==> src/rtl/button_conditioner_pkg.sv <==
// ---------------------------------------------------------------------------
// button_conditioner_pkg
// Shared constants for the push-button conditioner: display view encodings,
// button role indices and the default debounce window.
// ---------------------------------------------------------------------------
package button_conditioner_pkg;

  // 10 ms stability window at a 100 MHz system clock.
  localparam int DEBOUNCE_CYCLES_DEFAULT = 1000000;

  // Display source selected by view_sel; the encoding 3 is never produced.
  typedef enum logic [1:0] {
    VIEW_INSTR  = 2'd0,
    VIEW_ALUOUT = 2'd1,
    VIEW_RD2    = 2'd2
  } view_e;

  localparam int VIEW_COUNT = 3;

  // Role of each of the first three button channels.
  localparam int BTN_VIEW  = 0;
  localparam int BTN_HALF  = 1;
  localparam int BTN_CLEAR = 2;

  // Advance through the views in order, wrapping from the last back to
  // VIEW_INSTR.
  function automatic view_e next_view(input view_e v);
    if (int'(v) + 1 >= VIEW_COUNT) return VIEW_INSTR;
    return view_e'(v + 2'd1);
  endfunction

endpackage

==> src/rtl/button_conditioner_debounce_channel.sv <==
// ---------------------------------------------------------------------------
// debounce_channel
// One push-button channel: two-flop synchronizer, stability counter,
// debounced level and registered one-cycle press/release pulses.
//
// Ports
//   clk        system clock, all state changes on its rising edge
//   reset      synchronous active-high reset
//   i_raw      asynchronous, bouncing button level (1 = pressed)
//   o_level    debounced level
//   o_press    one-cycle pulse when o_level newly becomes 1
//   o_release  one-cycle pulse when o_level newly becomes 0
// ---------------------------------------------------------------------------
module debounce_channel
  import button_conditioner_pkg::*;
#(
  parameter int DEBOUNCE_CYCLES = DEBOUNCE_CYCLES_DEFAULT
) (
  input  logic clk,
  input  logic reset,
  input  logic i_raw,
  output logic o_level,
  output logic o_press,
  output logic o_release
);

  localparam int              CNT_W    = $clog2(DEBOUNCE_CYCLES);
  localparam logic [CNT_W-1:0] CNT_LAST = CNT_W'(DEBOUNCE_CYCLES - 1);

  logic             r_sync1;
  logic             r_sync2;
  logic             r_level;
  logic             r_press;
  logic             r_release;
  logic [CNT_W-1:0] r_cnt;

  logic w_mismatch;
  logic w_commit;

  // Only the second synchronizer stage feeds the debounce logic.
  assign w_mismatch = r_sync2 ^ r_level;
  // The counter has already seen DEBOUNCE_CYCLES-1 mismatching edges, so this
  // edge is the DEBOUNCE_CYCLES-th: accept the new level.
  assign w_commit   = w_mismatch && (r_cnt == CNT_LAST);

  // NOTE: every register here uses <= so all flops sample pre-edge values;
  // blocking assignments would collapse the synchronizer into a single stage.
  always_ff @(posedge clk) begin
    if (reset) begin
      r_sync1   <= 1'b0;
      r_sync2   <= 1'b0;
      r_cnt     <= '0;
      r_level   <= 1'b0;
      r_press   <= 1'b0;
      r_release <= 1'b0;
    end else begin
      r_sync1 <= i_raw;
      r_sync2 <= r_sync1;

      // Clearing on commit keeps the counter from ever passing CNT_LAST.
      if (!w_mismatch || w_commit) r_cnt <= '0;
      else                         r_cnt <= r_cnt + 1'b1;

      if (w_commit) r_level <= r_sync2;

      // Pulses are registered alongside the level so they line up with the
      // cycle in which the new level first appears.
      r_press   <= w_commit &  r_sync2;
      r_release <= w_commit & ~r_sync2;
    end
  end

  assign o_level   = r_level;
  assign o_press   = r_press;
  assign o_release = r_release;

endmodule

==> src/rtl/button_conditioner.sv <==
// ---------------------------------------------------------------------------
// button_conditioner
// Debounces N_BTNS push buttons and uses the first three to drive the display
// selection: button 0 cycles the view, button 1 toggles the half, button 2
// clears both. Higher channels are conditioned but have no selection role.
//
// Ports
//   clk          system clock
//   reset        synchronous active-high reset
//   btn_raw      raw asynchronous button levels (1 = pressed)
//   btn_level    debounced level per button
//   btn_press    one-cycle pulse per debounced 0->1 transition
//   btn_release  one-cycle pulse per debounced 1->0 transition
//   view_sel     display source: 0=instr, 1=aluout, 2=rd2
//   half_sel     display half: 0 = bits 15:0, 1 = bits 31:16
// ---------------------------------------------------------------------------
module button_conditioner
  import button_conditioner_pkg::*;
#(
  parameter int N_BTNS          = 3,
  parameter int DEBOUNCE_CYCLES = DEBOUNCE_CYCLES_DEFAULT
) (
  input  logic              clk,
  input  logic              reset,
  input  logic [N_BTNS-1:0] btn_raw,
  output logic [N_BTNS-1:0] btn_level,
  output logic [N_BTNS-1:0] btn_press,
  output logic [N_BTNS-1:0] btn_release,
  output logic [1:0]        view_sel,
  output logic              half_sel
);

  for (genvar g = 0; g < N_BTNS; g++) begin : g_ch
    debounce_channel #(
      .DEBOUNCE_CYCLES(DEBOUNCE_CYCLES)
    ) u_ch (
      .clk       (clk),
      .reset     (reset),
      .i_raw     (btn_raw[g]),
      .o_level   (btn_level[g]),
      .o_press   (btn_press[g]),
      .o_release (btn_release[g])
    );
  end

  view_e r_view;
  logic  r_half;
  view_e w_view_next;
  logic  w_half_next;

  always_ff @(posedge clk) begin
    if (reset) begin
      r_view <= VIEW_INSTR;
      r_half <= 1'b0;
    end else begin
      r_view <= w_view_next;
      r_half <= w_half_next;
    end
  end

  // NOTE: both outputs get a hold default first, so no path leaves them
  // unassigned and no latch is inferred.
  always_comb begin
    w_view_next = r_view;
    w_half_next = r_half;
    if (btn_press[BTN_CLEAR]) begin
      // Clear wins over any simultaneous view/half press.
      w_view_next = VIEW_INSTR;
      w_half_next = 1'b0;
    end else begin
      if (btn_press[BTN_VIEW]) w_view_next = next_view(r_view);
      if (btn_press[BTN_HALF]) w_half_next = ~r_half;
    end
  end

  always_comb begin
    view_sel = r_view;
    half_sel = r_half;
  end

endmodule

==> config.mk <==
export PLATFORM = sky130hd
export DESIGN_NAME = button_conditioner
export DESIGN_NICKNAME = d
export VERILOG_FILES = /design/src/rtl/button_conditioner_pkg.sv /design/src/rtl/button_conditioner_debounce_channel.sv /design/src/rtl/button_conditioner.sv
export SDC_FILE = /design/constraint.sdc
export NUM_CORES = 1
export LEC_CHECK = 0
export CORE_UTILIZATION = 55
export CTS_BUF_LIST = sky130_fd_sc_hd__clkbuf_8
export DETAILED_ROUTE_END_ITERATION = 10
export HOLD_SLACK_MARGIN = 0.02
export PLACE_DENSITY = 0.83
export SYNTH_ARGS = -nofsm -noshare
export SYNTH_HDL_FRONTEND = slang
export SYNTH_SLANG_ARGS = --single-unit
==> constraint.sdc <==
create_clock -name clk -period 1.95 [get_ports clk]
set_input_delay 0.39 -clock clk [delete_from_list [all_inputs] [get_ports clk]]
set_output_delay 0.39 -clock clk [all_outputs]
set_load 0.1 [all_outputs]
== After elaboration in Yosys (flattened, before gate mapping) ==
Index checks and enable logic that the tools add are counted.

* Add/sub/neg operators: 5
* $lt $le $gt $ge: 1
* Equal/unequal tests: 3
* Mux-type cells: 5
* Bitwise gates (word level): 13
* Reduce and logical (&&, ||, !) cells: 13

{| class="wikitable"
|+ Operators with widths
! cell !! count
|-
| $add A20 B1 Y20 const B || 3
|-
| $eq A20 B20 Y1 const B || 3
|-
| $reduce_or A2 Y1 || 4
|-
| $and A1 B1 Y1 || 6
|-
| $mux W2 || 2
|-
| $not A1 Y1 || 4
|-
| $add A2 B1 Y3 const B || 1
|-
| $ge A3 B2 Y1 const B || 1
|-
| $logic_and A1 B1 Y1 || 3
|-
| $logic_not A1 Y1 || 3
|-
| $logic_or A1 B1 Y1 || 3
|-
| $mux W1 || 3
|-
| $xor A1 B1 Y1 || 3
|-
| $add A2 B1 Y2 const B || 1
|}

* Register bits: 78
* Input bits: 5
* Output and inout port bits: 12
* Logic and storage cells: 60

== Longest topological paths before layout ==
Gate-level depths: netlist of the first run.

* Depth after elaboration: 6
* Mapped depth: 7

== By module ==
A second synthesis of the first run with hierarchy kept.

* Cells, all modules: 374
* Area, all modules: 3,339.5 sq um

{| class="wikitable"
|+ By module, submodules not included
! module !! times used !! cells an instance !! area an instance (sq um) !! seq. area each (sq um)
|-
| debounce_channel || 3 || 121 || 1,072.3 || 500.5
|-
| button_conditioner || 1 || 11 || 122.6 || 60.1
|}

== Worst setup path before layout of the first run ==
OpenSTA, ideal clock, no wires.

* Path type: reg2reg
* Start point: register g_ch[1].u_ch.r_cnt[13]
* End point: register g_ch[1].u_ch.r_cnt[11]
* Arrival time: 1.859 ns
* Slack: -0.024 ns
* Stages on the path, launching flop included: 7
* Path buffers: 2
* Clock period less this slack: 1.974 ns
* Path through: dfxtp_1 -> or4b_1 -> or4_1 -> buf_2 -> o21bai_4 -> buf_6 -> nor2_1

* Cells in the longest elaborated chain, start to end: 4

{| class="wikitable"
|+ Ends and longest elaborated chain
! item !! line !! source
|-
| start, declared || button_conditioner_debounce_channel.sv:35 || <nowiki>logic [CNT_W-1:0] r_cnt;</nowiki>
|-
| start signal, assigned || button_conditioner_debounce_channel.sv:62 || <nowiki>else r_cnt <= r_cnt + 1'b1;</nowiki>
|-
| $eq A20 B20 Y1 || button_conditioner_debounce_channel.sv:44 || <nowiki>assign w_commit = w_mismatch && (r_cnt == CNT_LAST);</nowiki>
|-
| $logic_and A1 B1 Y1 || button_conditioner_debounce_channel.sv:44 ||
|-
| $logic_or A1 B1 Y1 || button_conditioner_debounce_channel.sv:61 || <nowiki>if (!w_mismatch || w_commit) r_cnt <= '0;</nowiki>
|-
| $reduce_or A2 Y1 (no line) || n/a ||
|}

No other way between the ends.
A chain may end at the register's enable or synchronous reset.

== Worst setup path in the final report of the first run ==
* Start point: register g_ch[1].u_ch.r_cnt[19]
* End point: register g_ch[1].u_ch.r_level

* Cells in the longest elaborated chain, start to end: 2

{| class="wikitable"
|+ Ends and longest elaborated chain
! item !! line !! source
|-
| $eq A20 B20 Y1 || button_conditioner_debounce_channel.sv:44 ||
|-
| $logic_and A1 B1 Y1 || button_conditioner_debounce_channel.sv:44 ||
|-
| end signal, assigned || button_conditioner_debounce_channel.sv:64 || <nowiki>if (w_commit) r_level <= r_sync2;</nowiki>
|-
| end, declared || button_conditioner_debounce_channel.sv:32 || <nowiki>logic r_level;</nowiki>
|}

No other way between the ends.

==> results of run 1 <==
## registers in the layout, summed over array words and instances, names as in the netlist
| signal | cells |
|---|---|
| g_ch.u_ch.o_level | 3 |
| g_ch.u_ch.r_cnt | 60 |
| g_ch.u_ch.r_sync1 | 3 |
| g_ch.u_ch.o_press | 3 |
| half_sel | 1 |
| g_ch.u_ch.o_release | 3 |
| view_sel | 2 |
| g_ch.u_ch.r_sync2 | 3 |
## critical path: cells and delay by family, from the launching register on
| kind | cells | cell delay [ps] |
|---|---|---|
| DFF | 1 | 350 |
| and+or+nand+nor | 2 | 1030 |
| AOI/OAI and AO/OA | 2 | 400 |
## synth_stat cells, drive strengths merged, types with 7 or more instances
library cell | n | area [um2]
xnor2 | 30 | 263
buf | 12 | 88.8
nor3 | 9 | 45.0
nand2 | 23 | 86.3
nor2 | 47 | 176
dfxtp | 78 | 1560
o31ai | 7 | 52.6
clkbuf | 9 | 33.8
inv | 11 | 41.3
or4 | 11 | 82.6
o21ai | 15 | 78.8
nand3 | 25 | 125
or3 | 13 | 82.6
a21oi | 21 | 105
and3 | 7 | 45.1
nor4 | 16 | 100
xor2 | 10 | 87.6
nand4 | 7 | 43.8
## through the flow
stage                     hold slack, ps  utilization, %
after detailed placement             439            63.3
after global placement               419            63.3
final                                453            67.6
after CTS                            457            67.0
after floorplan                      414               -
after global routing                 469            67.6
## metal layers
layer / routed length (um) / GRT usage, % / vias to the layer above
met2: 3570 / 40.2 / 52
met4: 95 / 9.82 / 0
met1: 3030 / 27.1 / 1364
li1: - / - / 1428
met5: 0 / 0 / -
met3: 290 / 7.39 / 9
## what timing repair did
| item | in CTS | in global routing |
|---|---|---|
| gates resized for setup | 1 | 8 |
| hold buffers | 0 | 0 |
| hold endpoints to repair | 0 | 0 |
| setup endpoints to repair | 21 | 44 |
| pin swaps | 1 | 0 |
## final timing paths
path | startpoint | to
max reg2reg | g_ch[1].u_ch.r_cnt[19] | g_ch[1].u_ch.o_level
max | g_ch[1].u_ch.r_cnt[19] | g_ch[1].u_ch.o_level
min | g_ch[1].u_ch.r_sync1 | g_ch[1].u_ch.r_sync2
min reg2reg | g_ch[1].u_ch.r_sync1 | g_ch[1].u_ch.r_sync2
## logic make-up (layout without fill, tap and decap cells)
kind of cell / after synthesis / after routing / synth area share, %
AOI/OAI and AO/OA: 47 / 47 / 8.27
xor gates and xnor gates: 40 / 40 / 10.3
adders and majority gates: 3 / 3 / 1.11
buffers and inverters: 32 / 74 / 4.83
DFF: 78 / 78 / 46.1
and+or+nand+nor: 185 / 185 / 29.4
## area by class of cell
| type | instances | area share, % |
|---|---|---|
| clock buffers | 9 | 3.09 |
| well taps | 75 | 2.34 |
| repair buffers | 47 | 9.68 |
| flip-flops and latches | 78 | 39.0 |
| multi-input cells | 275 | 42.6 |
| clock inverters | 7 | 2.25 |
| inverters | 11 | 1.03 |
## power by group through the flow
stage                     combinational [uW]  sequential, uW  clock (uW)
after floorplan                         23.7            1640           0
after global placement                  45.9            1640           0
after detailed placement                46.9            1640           0
after CTS                               47.4            1600        1320
after global routing                    51.3            1610        1390
final                                   47.3            1600        1300
==> impl_metrics.csv, run 1 <==
group,metric,value,unit
outcome,status,"finished clean",
global_route,antenna_found_initial,0,
cells_and_area,n_fill_cell,464,
place,dp_cells,486,
clocking,htree_levels,3,
setup_path,path_max_fanout,3,
place,placed_cell_area,3750,um2
setup_path,cp-end-kind,"register",
routing,viasPerCell,5.68,
place,gp_congestion,0.819,
routing,wirelength,6980,um
timing,tns,0,ps
yosys,seq_area_frac_synth,46.1,%
worst_hold_path,whs_path_depth,1,
routing,vias,2853,
clocking,cts_tree,"done",
cells_and_area,fin_cells,502,
routing,ant_nets,0,
yosys,yosysUniqueCellTypes,39,
cells_and_area,final_net_count,430,
power_and_ir_drop,p_leak,0.00125,uW
routing,drt-initial-drc-count,155,
yosys,synthCells,385,
cells_and_area,fin_area,4010,um2
worst_hold_path,hold_class,"reg2reg",
place,dp_hpwl,4990,um
yosys,ys_seq_elements,78,
power_and_ir_drop,total_power,2950,uW
timing,hold_violations,0,
place,place_ws,-36.6,ps
routing,drcViolationCount,0,
place,io_buffers,16,
setup_path,worstRegToRegCells,4,
global_route,grt_max_degree,20,
cells_and_area,final_common_cell,"dfxtp_1",
setup_path,crit_type,"reg2reg",
yosys,syn_area,3390,um2
power_and_ir_drop,swShare,20.8,%
cells_and_area,final_cell_mix,"dfxtp_1, nor2_1, buf_4",
global_route,grt_pass1_wl,11600,um
power_and_ir_drop,p_seq_share,54.4,%
yosys,ys_warn_count,0,
timing,min_period,1890,ps
timing,clock.fmax,529,MHz
cells_and_area,drive_gt1_share,17.6,%
clocking,cts_setup_buffers,0,
clocking,cts_buffers,9,
die,num_rows,28,
yosys,syn_nets,393,
power_and_ir_drop,combPwrFrac,1.6,%
setup_path,cpPeakStageDelay,580,ps
die,ios,17,
setup_path,cp.arrival,2140,ps
power_and_ir_drop,p_sw,614,uW
setup_path,cp_slowest_cell,"or4_4",
power_and_ir_drop,max-vdd-ir-drop,0.000582,V
timing,min_period_over_period,96.9,%
yosys,synth_edf_count,0,
clocking,clk_latency,360,ps
die,start_util,57.3,%
die,die_width,80.5,um
yosys,synth.avg_cell_area,8.81,um2
global_route,grt_pass1_vias,2684,
setup_path,r2r_slack,60,ps
clocking,clockRootBuffer,"clkbuf_8",
power_and_ir_drop,power.density,737,nW/um2
global_route,grtUsageTotal,23.6,%
yosys,synthArstFlopShare,0,%
clocking,clock_sinks,78,
cells_and_area,diodes,0,
global_route,overflow,0,
clocking,path_clk_slew,90,ps
cells_and_area,seq_area,1560,um2
die,die_h,80.5,um
clocking,ctsLongestPathBuffers,2,
power_and_ir_drop,power.share.clock,44.0,%
die,design.die.area,6480,um2
cells_and_area,multi_input_area,1710,um2
timing,worst_pin_slew,395,ps
run,maxCapViolCount,0,
timing,slew_headroom,73.3,%
routing,drtPass1Iterations,5,
setup_path,required,2200,ps
timing,setup_viol,0,
setup_path,crit_chain,"or3b_2, or4_4, o21a_1, o21ba_2",
routing,detail_route.wl_per_cell,13.9,um
timing,skew,12.9,ps
cells_and_area,syn_to_final_growth,18.1,%
die,core,5920,um2
yosys,synthFlopType,"dfxtp_1",
power_and_ir_drop,intPower,2340,uW
timing,final_max_slew_viol_count,0,
setup_path,cp-start-kind,"register",
timing,setup_ws,59.8,ps
No activity file was read; power rests on OpenSTA's default activity.
==> run 2: changes to the inputs <==
Settings changed: CORE_MARGIN from default to 5, HOLD_SLACK_MARGIN 0.02 to 0.12.
==> run 2 against run 1 <==
  * Final cell count up 0.20%
  * Utilization down 0.27 points
  * Hold slack is essentially flat
  * Largest power group unchanged
  * Combinational power hardly changed
==> impl_metrics.csv, run 2 (synthesis gave the netlist of run 1 again) <==
group,metric,value,unit
timing,min_period_over_period,97.6,%
clocking,cts_setup_buffers,0,
routing,drt-initial-drc-count,105,
setup_path,required,2190,ps
clocking,clockRootBuffer,"clkbuf_8",
global_route,overflow,0,
die,start_util,56.9,%
clocking,cts_tree,"done",
cells_and_area,final_cell_mix,"dfxtp_1, nor2_1, buf_4",
routing,drtPass1Iterations,5,
clocking,ctsLongestPathBuffers,2,
power_and_ir_drop,p_leak,0.00126,uW
place,gp_congestion,0.836,
global_route,grt_pass1_vias,2755,
die,die_h,88.5,um
routing,wirelength,6680,um
place,io_buffers,16,
power_and_ir_drop,power.density,732,nW/um2
outcome,status,"finished clean",
global_route,grt_pass1_wl,11500,um
place,dp_cells,487,
cells_and_area,fin_cells,503,
timing,worst_pin_slew,484,ps
die,core,5960,um2
run,maxCapViolCount,0,
cells_and_area,final_common_cell,"dfxtp_1",
cells_and_area,diodes,0,
setup_path,r2r_end,"g_ch[1].u_ch.o_level",
worst_hold_path,min_to,"g_ch[2].u_ch.r_sync2",
setup_path,worstRegToRegCells,4,
cells_and_area,largest_reg_flops,60,
timing,skew,10.2,ps
worst_hold_path,hold_start,"g_ch[2].u_ch.r_sync1",
place,dp_hpwl,4750,um
worst_hold_path,whs_path_depth,1,
cells_and_area,drive_gt1_share,18.0,%
clocking,cts_buffers,9,
routing,detail_route.wl_per_cell,13.3,um
die,ios,17,
timing,tns,0,ps
routing,vias,2851,
timing,setup_viol,0,
setup_path,cp.arrival,2140,ps
global_route,grt_max_degree,20,
timing,clock.fmax,526,MHz
setup_path,r2r_slack,50,ps
cells_and_area,final_net_count,431,
setup_path,cp-start-kind,"register",
timing,hold_violations,0,
worst_hold_path,hold_class,"reg2reg",
setup_path,crit_type,"reg2reg",
clocking,clock_sinks,78,
cells_and_area,top_register,"g_ch.u_ch.r_cnt",
timing,final_max_slew_viol_count,0,
power_and_ir_drop,max-vdd-ir-drop,0.000443,V
setup_path,cp-end-kind,"register",
routing,ant_nets,0,
die,die_width,88.5,um
timing,rsz0062_at_grt,"true",
timing,slew_headroom,67.4,%
routing,drcViolationCount,0,
cells_and_area,syn_to_final_growth,18.3,%
global_route,antenna_found_initial,0,
clocking,htree_levels,3,
timing,whs,453,ps
power_and_ir_drop,total_power,2940,uW
die,design.die.area,7830,um2
clocking,clk_latency,340,ps
timing,min_period,1900,ps
die,num_rows,28,
routing,viasPerCell,5.67,
clocking,path_clk_slew,80,ps
setup_path,r2r-start,"g_ch[1].u_ch.r_cnt[15]",
global_route,grtUsageTotal,18.4,%
setup_path,path_max_fanout,3,
[run 2: critical path: stages (launching register included)]
cell and delay, ps:
dfxtp_2 330, or4b_4 520, or4_4 560, o21a_1 190
o21ba_2 200
[run 2: final cells by class]
class / count / area [um2]
inverters: 11 / 41.3
clock inverters: 7 / 90.1
flip-flops and latches: 78 / 1560
multi-input cells: 275 / 1690
well taps: 75 / 93.8
fillers: 460 / 1940
clock buffers: 9 / 124
repair buffers: 48 / 408
[run 2: where the power goes]
group          switching [uW]  internal [uW]
Combinational            23.5           23.6
Clock                     572            714
Sequential               4.86           1600
[run 2: worst max-delay path by stage]
stage / from / end / slack [ps] / depth (start not counted)
floorplan: g_ch[1].u_ch.r_cnt[13] / g_ch[1].u_ch.r_cnt[11] / -20 / 6
global placement: g_ch[1].u_ch.r_cnt[13] / g_ch[1].u_ch.o_level / 20 / 4
detailed placement: g_ch[1].u_ch.r_cnt[13] / g_ch[1].u_ch.o_level / -10 / 4
CTS: g_ch[1].u_ch.r_cnt[13] / g_ch[1].u_ch.o_level / 20 / 4
global route: g_ch[1].u_ch.r_cnt[15] / g_ch[1].u_ch.r_cnt[13] / -8 / 5
finish: g_ch[1].u_ch.r_cnt[15] / g_ch[1].u_ch.o_level / 50 / 4
[run 2: metal layers]
layer	wire length [um]	global-route usage, %	vias to the layer above
met2	3260	32.1	67
met4	115	7.01	0
met1	2950	22.0	1349
li1	-	-	1424
met5	0	0	-
met3	355	4.10	11
[run 2: repair_timing]
item,CTS,global route
endpoints found under the setup margin,21,24
hold buffers,0,0
hold endpoints to repair,0,0
pin swaps,0,1
gates resized for setup,2,7
[run 2: metrics by stage]
step	area (um2)	setup WS (ps)	utilization, %
floorplan	3390	-24.1	-
global placement	3770	18.6	63.3
detailed placement	3770	-12.3	63.3
CTS	3990	18.7	67.0
global route	4010	-7.74	67.4
finish	4010	47.2	67.4
